## config.mk

```make
export PLATFORM = sky130hd
export DESIGN_NAME = clkgen
export DESIGN_NICKNAME = d
export VERILOG_FILES = /design/src/rtl/clkgen_pkg.sv /design/src/rtl/clkgen.sv
export SDC_FILE = /design/constraint.sdc
export NUM_CORES = 1
export LEC_CHECK = 0
export BUFFER_PORTS_ARGS = -buffer_cell sky130_fd_sc_hd__buf_2
export CAP_MARGIN = 10
export CORE_ASPECT_RATIO = 1.75
export CORE_UTILIZATION = 55
export DETAILED_ROUTE_END_ITERATION = 7
export HOLD_SLACK_MARGIN = 0.1
export PLACE_DENSITY = 0.83
export SLEW_MARGIN = 25
export SYNTH_ARGS = -nofsm -noshare
export SYNTH_HDL_FRONTEND = slang
export SYNTH_SLANG_ARGS = --single-unit
```

## constraint.sdc

```tcl
create_clock -name clkin -period 1.8 [get_ports clkin]
set_clock_uncertainty 0.1 [all_clocks]
set_input_delay 0.09 -clock clkin [delete_from_list [all_inputs] [get_ports clkin]]
set_output_delay 0.09 -clock clkin [all_outputs]
set_load 0.02 [all_outputs]
```

## src/rtl/clkgen_pkg.sv

```systemverilog
// Shared constants and the divider-limit helper for the clkgen programmable clock divider.
package clkgen_pkg;

    localparam int unsigned CLKIN_FREQ_HZ = 100_000_000;
    localparam int unsigned COUNT_W       = 32;

    // Half-period length in clkin cycles, minus one: the value the counter wraps at.
    function automatic logic [COUNT_W-1:0] count_limit(input int unsigned clkin_hz,
                                                       input int unsigned out_hz);
        int unsigned half_cycles;
        half_cycles = clkin_hz / (2 * out_hz);
        return COUNT_W'(half_cycles - 1);
    endfunction

endpackage

```

## src/rtl/clkgen.sv

```systemverilog
// Programmable 50 % duty clock divider; rst restarts the phase so the first rise lands half a period later.
module clkgen
    import clkgen_pkg::*;
#(
    parameter int unsigned clk_freq   = 1000,
    parameter int unsigned CLKIN_FREQ = CLKIN_FREQ_HZ
) (
    input  logic clkin,
    input  logic rst,
    input  logic clken,
    output logic clkout
);

    localparam logic [COUNT_W-1:0] COUNT_LIMIT = count_limit(CLKIN_FREQ, clk_freq);

    logic [COUNT_W-1:0] counter;

    // Reset beats enable; a frozen divider keeps both its partial count and its output level.
    always_ff @(posedge clkin) begin
        if (rst) begin
            counter <= '0;
            clkout  <= 1'b0;
        end else if (clken) begin
            if (counter == COUNT_LIMIT) begin
                counter <= '0;
                clkout  <= ~clkout;
            end else begin
                counter <= counter + 1'b1;
            end
        end
    end

endmodule

```

==> impl_results.md, run 1 <==
- Io pins: 4
- Critical Path Slowest Stage Cell: dfxtp_2
- Total core area: 2900 sq um
- Nets: 224
- Xor/xnor share of the synthesized area: 13.1%
- Hold Path Class: primary input to register
- Synth async-reset ratio: 0%
- Critical path, cell by cell: buf_4 > nor4_1 > nand4_1 > nor3_2 > or2_4 > buf_12 > nor2_1
- Worst Setup End Kind: register
- Flops & latches, synth: 33
- Fraction of layout cells with a size suffix above 1: 34.5%
- Endpoints failing hold: 0
- Die area: 3260 sq um
- CTS root buf: clkbuf_8
- Tot GR Track Use: 26.6%
- Startpoint type of the worst setup path: register
- DP HPWL: 2850 um
- Pwr per Cell Area: 645 nW/um^2
- Share of the synthesized area in the top cell type: 39.7%
- Synth top area cells: dfxtp_1 (40%), xnor2_1 (7.9%), nor2_1 (6.5%)
- Failing checks: setup timing
- DIE WIDTH: 43.6 um
- CTS Buf Count: 5
- Via count: 1546
- Htree depth: 2
- Worst path required time: 1.86 ns
- RSZ-0062 raised after global routing: true
- PortBufs: 3
- Final period utilization: 101%
- Routed len/inst: 16.6 um
- Vias in the first global route: 1479
- Compound-Gate Fraction of Synth Area: 5.71%
- Drt drc: 0
- Max-capacitance violation count: 0
- Routability-driven placement congestion ratio: 0.929
- Row count: 26
- Max incr delay on CP: 0.32 ns
- Ys flop type: dfxtp_1
- ANT nets after route: 0
- Crit-path max FO: 14
- Sink Count: 33
- Post-synthesis simple-gate area fraction: 36.0%
- Setup violations, final: 1
- Die Y: 74.8 um
- Area grow syn2layout: 27.4%
- Ys Warns: 0
- # diodes: 0
- Synth area leader: dfxtp_1
- Netlist cell types: 39
- Clock-pin slew on the worst setup and hold paths: 0.06 ns
- Clk_lat worst skew: 0.29 ns
- Status: finished with violations
- Max Freq: 552 MHz
- Cells after DPL: 235
- CTS tree: yes
- Overall routed net length: 4120 um
- Final cell count without fillers: 248
- Congestion Overflow GR: 0
- EDFF count, synth: 0
- Multiplexer share of the synthesized area: 0.601%
- Pins Over Slew Limit: 0
- Pin count of the biggest net entering global routing: 15
- Via/cell ratio: 6.23
- Post-synthesis sequential area ratio: 39.7%
- Final Cell Area: 2120 sq um
- Starting DRT DRC Count: 60
- Clk buf depth: 2
- Worst setup margin: -0.0105 ns
- P_leak: 0.000799 uW
- Global-route wire length before repair: 6400 um
- Syn Std Cell Area: 1670 sq um
- Post-Synth Adder-Cell Area: 0.751%
- Initial Util: 57.5%
- Largest family of logic cells by synthesized area: simple AND/OR/NAND/NOR gates
- Critical path class: register to register
- Relative slew slack: 78.4%
- Maximum vdd drop: 0.605 mV
- Slew @ Worst Pin: 0.321 ns
- Initial antenna violation count: 0
- Post-placement cell area: 1900 sq um
- Final worst path period need: 1.81 ns
- TritonRoute pass-1 iters: 4
- Syn nets: 192
- Mapped Cells: 188
- Syn Area/Cell: 8.86 sq um
- Arrival time of the worst setup path: 1.87 ns
synthesized netlist by cell type, types with 4 or more instances:
cell type and number:
inv_1 4, xor2_1 10, o21ai_0 4, nor3_1 6, nor2_1 29, dfxtp_1 33, or3_1 4, xnor2_1 15
nand4_1 11, a21oi_1 6, nand2_1 12, nand3_1 6, nor4_1 8
what timing repair did:
action                                  4_1_cts  5_1_grt
endpoints found under the setup margin       15       24
buffers inserted                              1        3
resized for setup                             8       20
hold buffers                                  2        0
pin swaps                                     1       10
hold endpoints to repair                     10        0
cells in the final DEF (no fill, tap or decap), types with 3 or more instances in the layout:
master / instances
a21oi_1: 6
and4_4: 3
buf_2: 3
buf_4: 27
clkbuf_8: 6
dfxtp_1: 18
dfxtp_2: 12
dfxtp_4: 3
inv_1: 4
nand2_1: 12
nand3_1: 6
nand4_1: 11
nor2_1: 29
nor3_1: 5
nor4_1: 5
nor4_2: 3
o21ai_0: 4
xnor2_1: 15
xor2_1: 10
registers in the layout, indices dropped and copies added, names as in the netlist:
| register | flops |
|---|---|
| counter | 32 |
| clkout | 1 |
area by class of cell:
cell class,count,area [sq um]
multi-input cells,142,1020
well taps,28,35.0
repair buffers,34,278
inverters,4,15.0
clock buffers,7,86.3
fillers,202,773
flip-flops and latches,33,687
where the power goes:
part | switching [uW] | internal, uW
clock network | 253 | 303
registers | 7.68 | 735
logic | 35.0 | 35.4
critical path, delay by kind of cell (launching register included):
| kind | cells | cell delay (ns) |
|---|---|---|
| buffers and inverters | 2 | 0.29 |
| flip-flops | 1 | 0.32 |
| AND/OR/NAND/NOR | 5 | 0.96 |
metrics by stage:
stage | utilization, % | total power [uW] | setup TNS, ns | hold slack (ns) | setup WS (ns)
final | 73.3 | 1370 | -0.0105 | 0.139 | -0.0105
after global routing | 73.3 | 1430 | -5.18 | 0.168 | -0.199
after CTS | 70.6 | 1380 | 0 | 0.142 | 0.00813
after detailed placement | 65.6 | 821 | -0.644 | 0.307 | -0.101
after global placement | 65.6 | 816 | -0.0635 | 0.293 | -0.0181
after floorplan | - | 795 | 0 | 0.137 | 0.00574
final timing paths:
kind                                          startpoint                       end  slack [ns]  cells after the start
worst max register to register  counter[16]$_SDFFE_PP0P_   counter[2]$_SDFFE_PP0P_       -0.01                      7
worst min-delay path                               clken   counter[2]$_SDFFE_PP0P_        0.14                      4
worst max-delay path            counter[16]$_SDFFE_PP0P_   counter[2]$_SDFFE_PP0P_       -0.01                      7
worst min register to register  counter[15]$_SDFFE_PP0P_  counter[15]$_SDFFE_PP0P_        0.41                      2
metal layers:
metal | track usage [%] | share of wire (%) | vias to the layer above
met2 | 46.9 | 53 | 60
met4 | 20.1 | 5.2 | 0
met1 | 26.0 | 37 | 730
met3 | 6.47 | 4.4 | 24
met5 | 0 | 0 | -
li1 | - | - | 732
cell families after synthesis:
kind of cell,count (synthesis)
compound gates,16
xor+xnor,25
fa+ha+maj,1
buf+inv,13
flops,33
mux,1
simple gates,99
Power figures use the tool's default switching activity.
==> inputs of run 2 (changes only) <==
--- a/config.mk
+++ b/config.mk
@@ -7,11 +7,11 @@
 export LEC_CHECK = 0
 export BUFFER_PORTS_ARGS = -buffer_cell sky130_fd_sc_hd__buf_2
 export CAP_MARGIN = 10
-export CORE_ASPECT_RATIO = 1.75
 export CORE_UTILIZATION = 55
 export DETAILED_ROUTE_END_ITERATION = 7
 export HOLD_SLACK_MARGIN = 0.1
 export PLACE_DENSITY = 0.83
+export SKIP_CTS_REPAIR_TIMING = 1
 export SLEW_MARGIN = 25
 export SYNTH_ARGS = -nofsm -noshare
 export SYNTH_HDL_FRONTEND = slang
==> run 2 against run 1 <==
Compared with the run above: the flow now finishes without violations; die area fell by 0.27%; sequential power barely moved; via count fell by 0.71%; critical path depth did not move; utilization rose by 1.7 points; flip-flop and latch count did not move; wire length fell by 0.15%; combinational power fell by 7.7%; non-clock buffer count did not move; fmax rose by 1.0%; register-to-register slack improved by 0.02 ns; critical endpoint is now clkout$_SDFFE_PP0P_; largest cell class unchanged; highest routed layer unchanged.
==> impl_results.md, run 2 (synthesis gave the netlist of run 1 again) <==
- TritonRoute pass-1 iters: 4
- RR Startpoint: counter[20]$_SDFFE_PP0P_
- DP HPWL: 2860 um
- Via count: 1535
- Clk_lat worst skew: 0.33 ns
- Final worst path period need: 1.79 ns
- Top flop regs: counter: 32 flops, clkout: 1 flops
- Max Freq: 558 MHz
- Most frequent cells in the layout: nor2_1 (29), buf_4 (26), dfxtp_1 (19)
- Slew @ Worst Pin: 0.281 ns
- Total core area: 2810 sq um
- # diodes: 0
- Clk pwr share: 33.0%
- Worst path required time: 1.93 ns
- Starting DRT DRC Count: 123
- Row count: 19
- RSZ-0062 raised after global routing: true
- Cells after DPL: 239
- Switching Fraction: 23.4%
- Relative slew slack: 81.1%
- Startpoint type of the worst setup path: register
- Routed len/inst: 16.3 um
- Vias in the first global route: 1422
- Top reg by flops: counter
- Psw: 283 uW
- Sink Count: 33
- Pwr per Cell Area: 575 nW/um^2
- Pre-CTS setup slack: -0.144 ns
- Most common cell after layout, fill and taps aside: nor2_1
- Final cell count without fillers: 252
- ANT nets after route: 0
- Hold Path Class: primary input to register
- Worst Setup End Kind: register
- Reg2reg end: clkout$_SDFFE_PP0P_
- Setup TNS: 0 ns
- Htree depth: 2
- Congestion Overflow GR: 0
- Clk buf depth: 2
- Arrival time of the worst setup path: 1.92 ns
- Die Y: 57.0 um
- Status: finished, final reports clean
- Clock-pin slew on the worst setup and hold paths: 0.10 ns
- Int Pwr: 925 uW
- CTS root buf: clkbuf_4
- Crit-path max FO: 5
- Die area: 3250 sq um
- CTS Buf Count: 5
- Initial antenna violation count: 0
- Pin count of the biggest net entering global routing: 16
- Endpoints failing hold: 0
- Sequential share of power: 61.6%
- Initial Util: 59.4%
- Worst setup margin: 0.00782 ns
- Total power: 1210 uW
- Combinational share of power: 5.4%
- Setup violations, final: 0
- Overall routed net length: 4120 um
- Crit path launch: counter[20]$_SDFFE_PP0P_
- Pins Over Slew Limit: 0
- Via/cell ratio: 6.09
- Global-route wire length before repair: 6320 um
- P_leak: 0.000803 uW
- Hold_ws: 0.291 ns
- Final period utilization: 99.6%
- CTS tree: yes
- Io pins: 4
- R2R depth: 7
- Critical path class: register to register
- Setup crit end: clkout$_SDFFE_PP0P_
- Max reg flops: 32
- Fraction of layout cells with a size suffix above 1: 33.5%
- Maximum vdd drop: 0.724 mV
- Routability-driven placement congestion ratio: 0.926
- DIE WIDTH: 57.0 um
- R2R Setup Slk: 0.008 ns
- Nets: 224
- Max-capacitance violation count: 0
- Area grow syn2layout: 26.3%
- Drt drc: 0
- PortBufs: 3
- Tot GR Track Use: 25.5%
run 2: power by group through the flow:
stage / clock (uW) / combinational [uW] / sequential (uW)
6_report: 399 / 64.9 / 745
2_1_floorplan: 0 / 33.5 / 762
4_1_cts: 401 / 56.0 / 747
5_1_grt: 434 / 69.5 / 747
3_3_place_gp: 0 / 53.5 / 762
3_5_place_dp: 0 / 55.9 / 764
run 2: worst min-delay path by stage:
stage	startpoint	to	slack (ns)	depth (start not counted)
finish	clken	counter[8]$_SDFFE_PP0P_	0.29	4
global route	clken	counter[8]$_SDFFE_PP0P_	0.32	4
CTS	rst	counter[22]$_SDFFE_PP0P_	-0.04	2
detailed placement	rst	counter[16]$_SDFFE_PP0P_	0.31	2
global placement	rst	counter[16]$_SDFFE_PP0P_	0.30	2
floorplan	clken	counter[0]$_SDFFE_PP0P_	0.14	2
run 2: routing by layer:
metal	part of all wire, %	vias to the layer above	global-route usage, %	wire length [um]
met2	50	51	42.9	2060
li1	-	731	-	-
met5	0	-	0	0
met3	4.8	6	7.71	198
met4	1.5	0	10.1	61
met1	44	747	30.6	1800
run 2: through the flow:
step | util, % | area, sq um
2_1_floorplan | - | 1690
3_3_place_gp | 68.2 | 1910
3_5_place_dp | 68.2 | 1910
4_1_cts | 69.9 | 1960
5_1_grt | 75.0 | 2100
6_report | 75.0 | 2100
run 2: critical path, cell delays in order (launching register included):
cell and delay [ns]:
dfxtp_2 0.36, nor4_2 0.32, nand4_1 0.24, nor3_2 0.27
buf_4 0.14, buf_4 0.09, xnor2_1 0.10, nor2_1 0.06
run 2: cell type report:
class                      instances  area, sq um
multi-input combinational        142         1030
timing repair buffer              34          280
sequential                        33          686
clock buffer                       8         48.8
tap                               31         38.8
fill                             205          702
inverter                           4         15.0
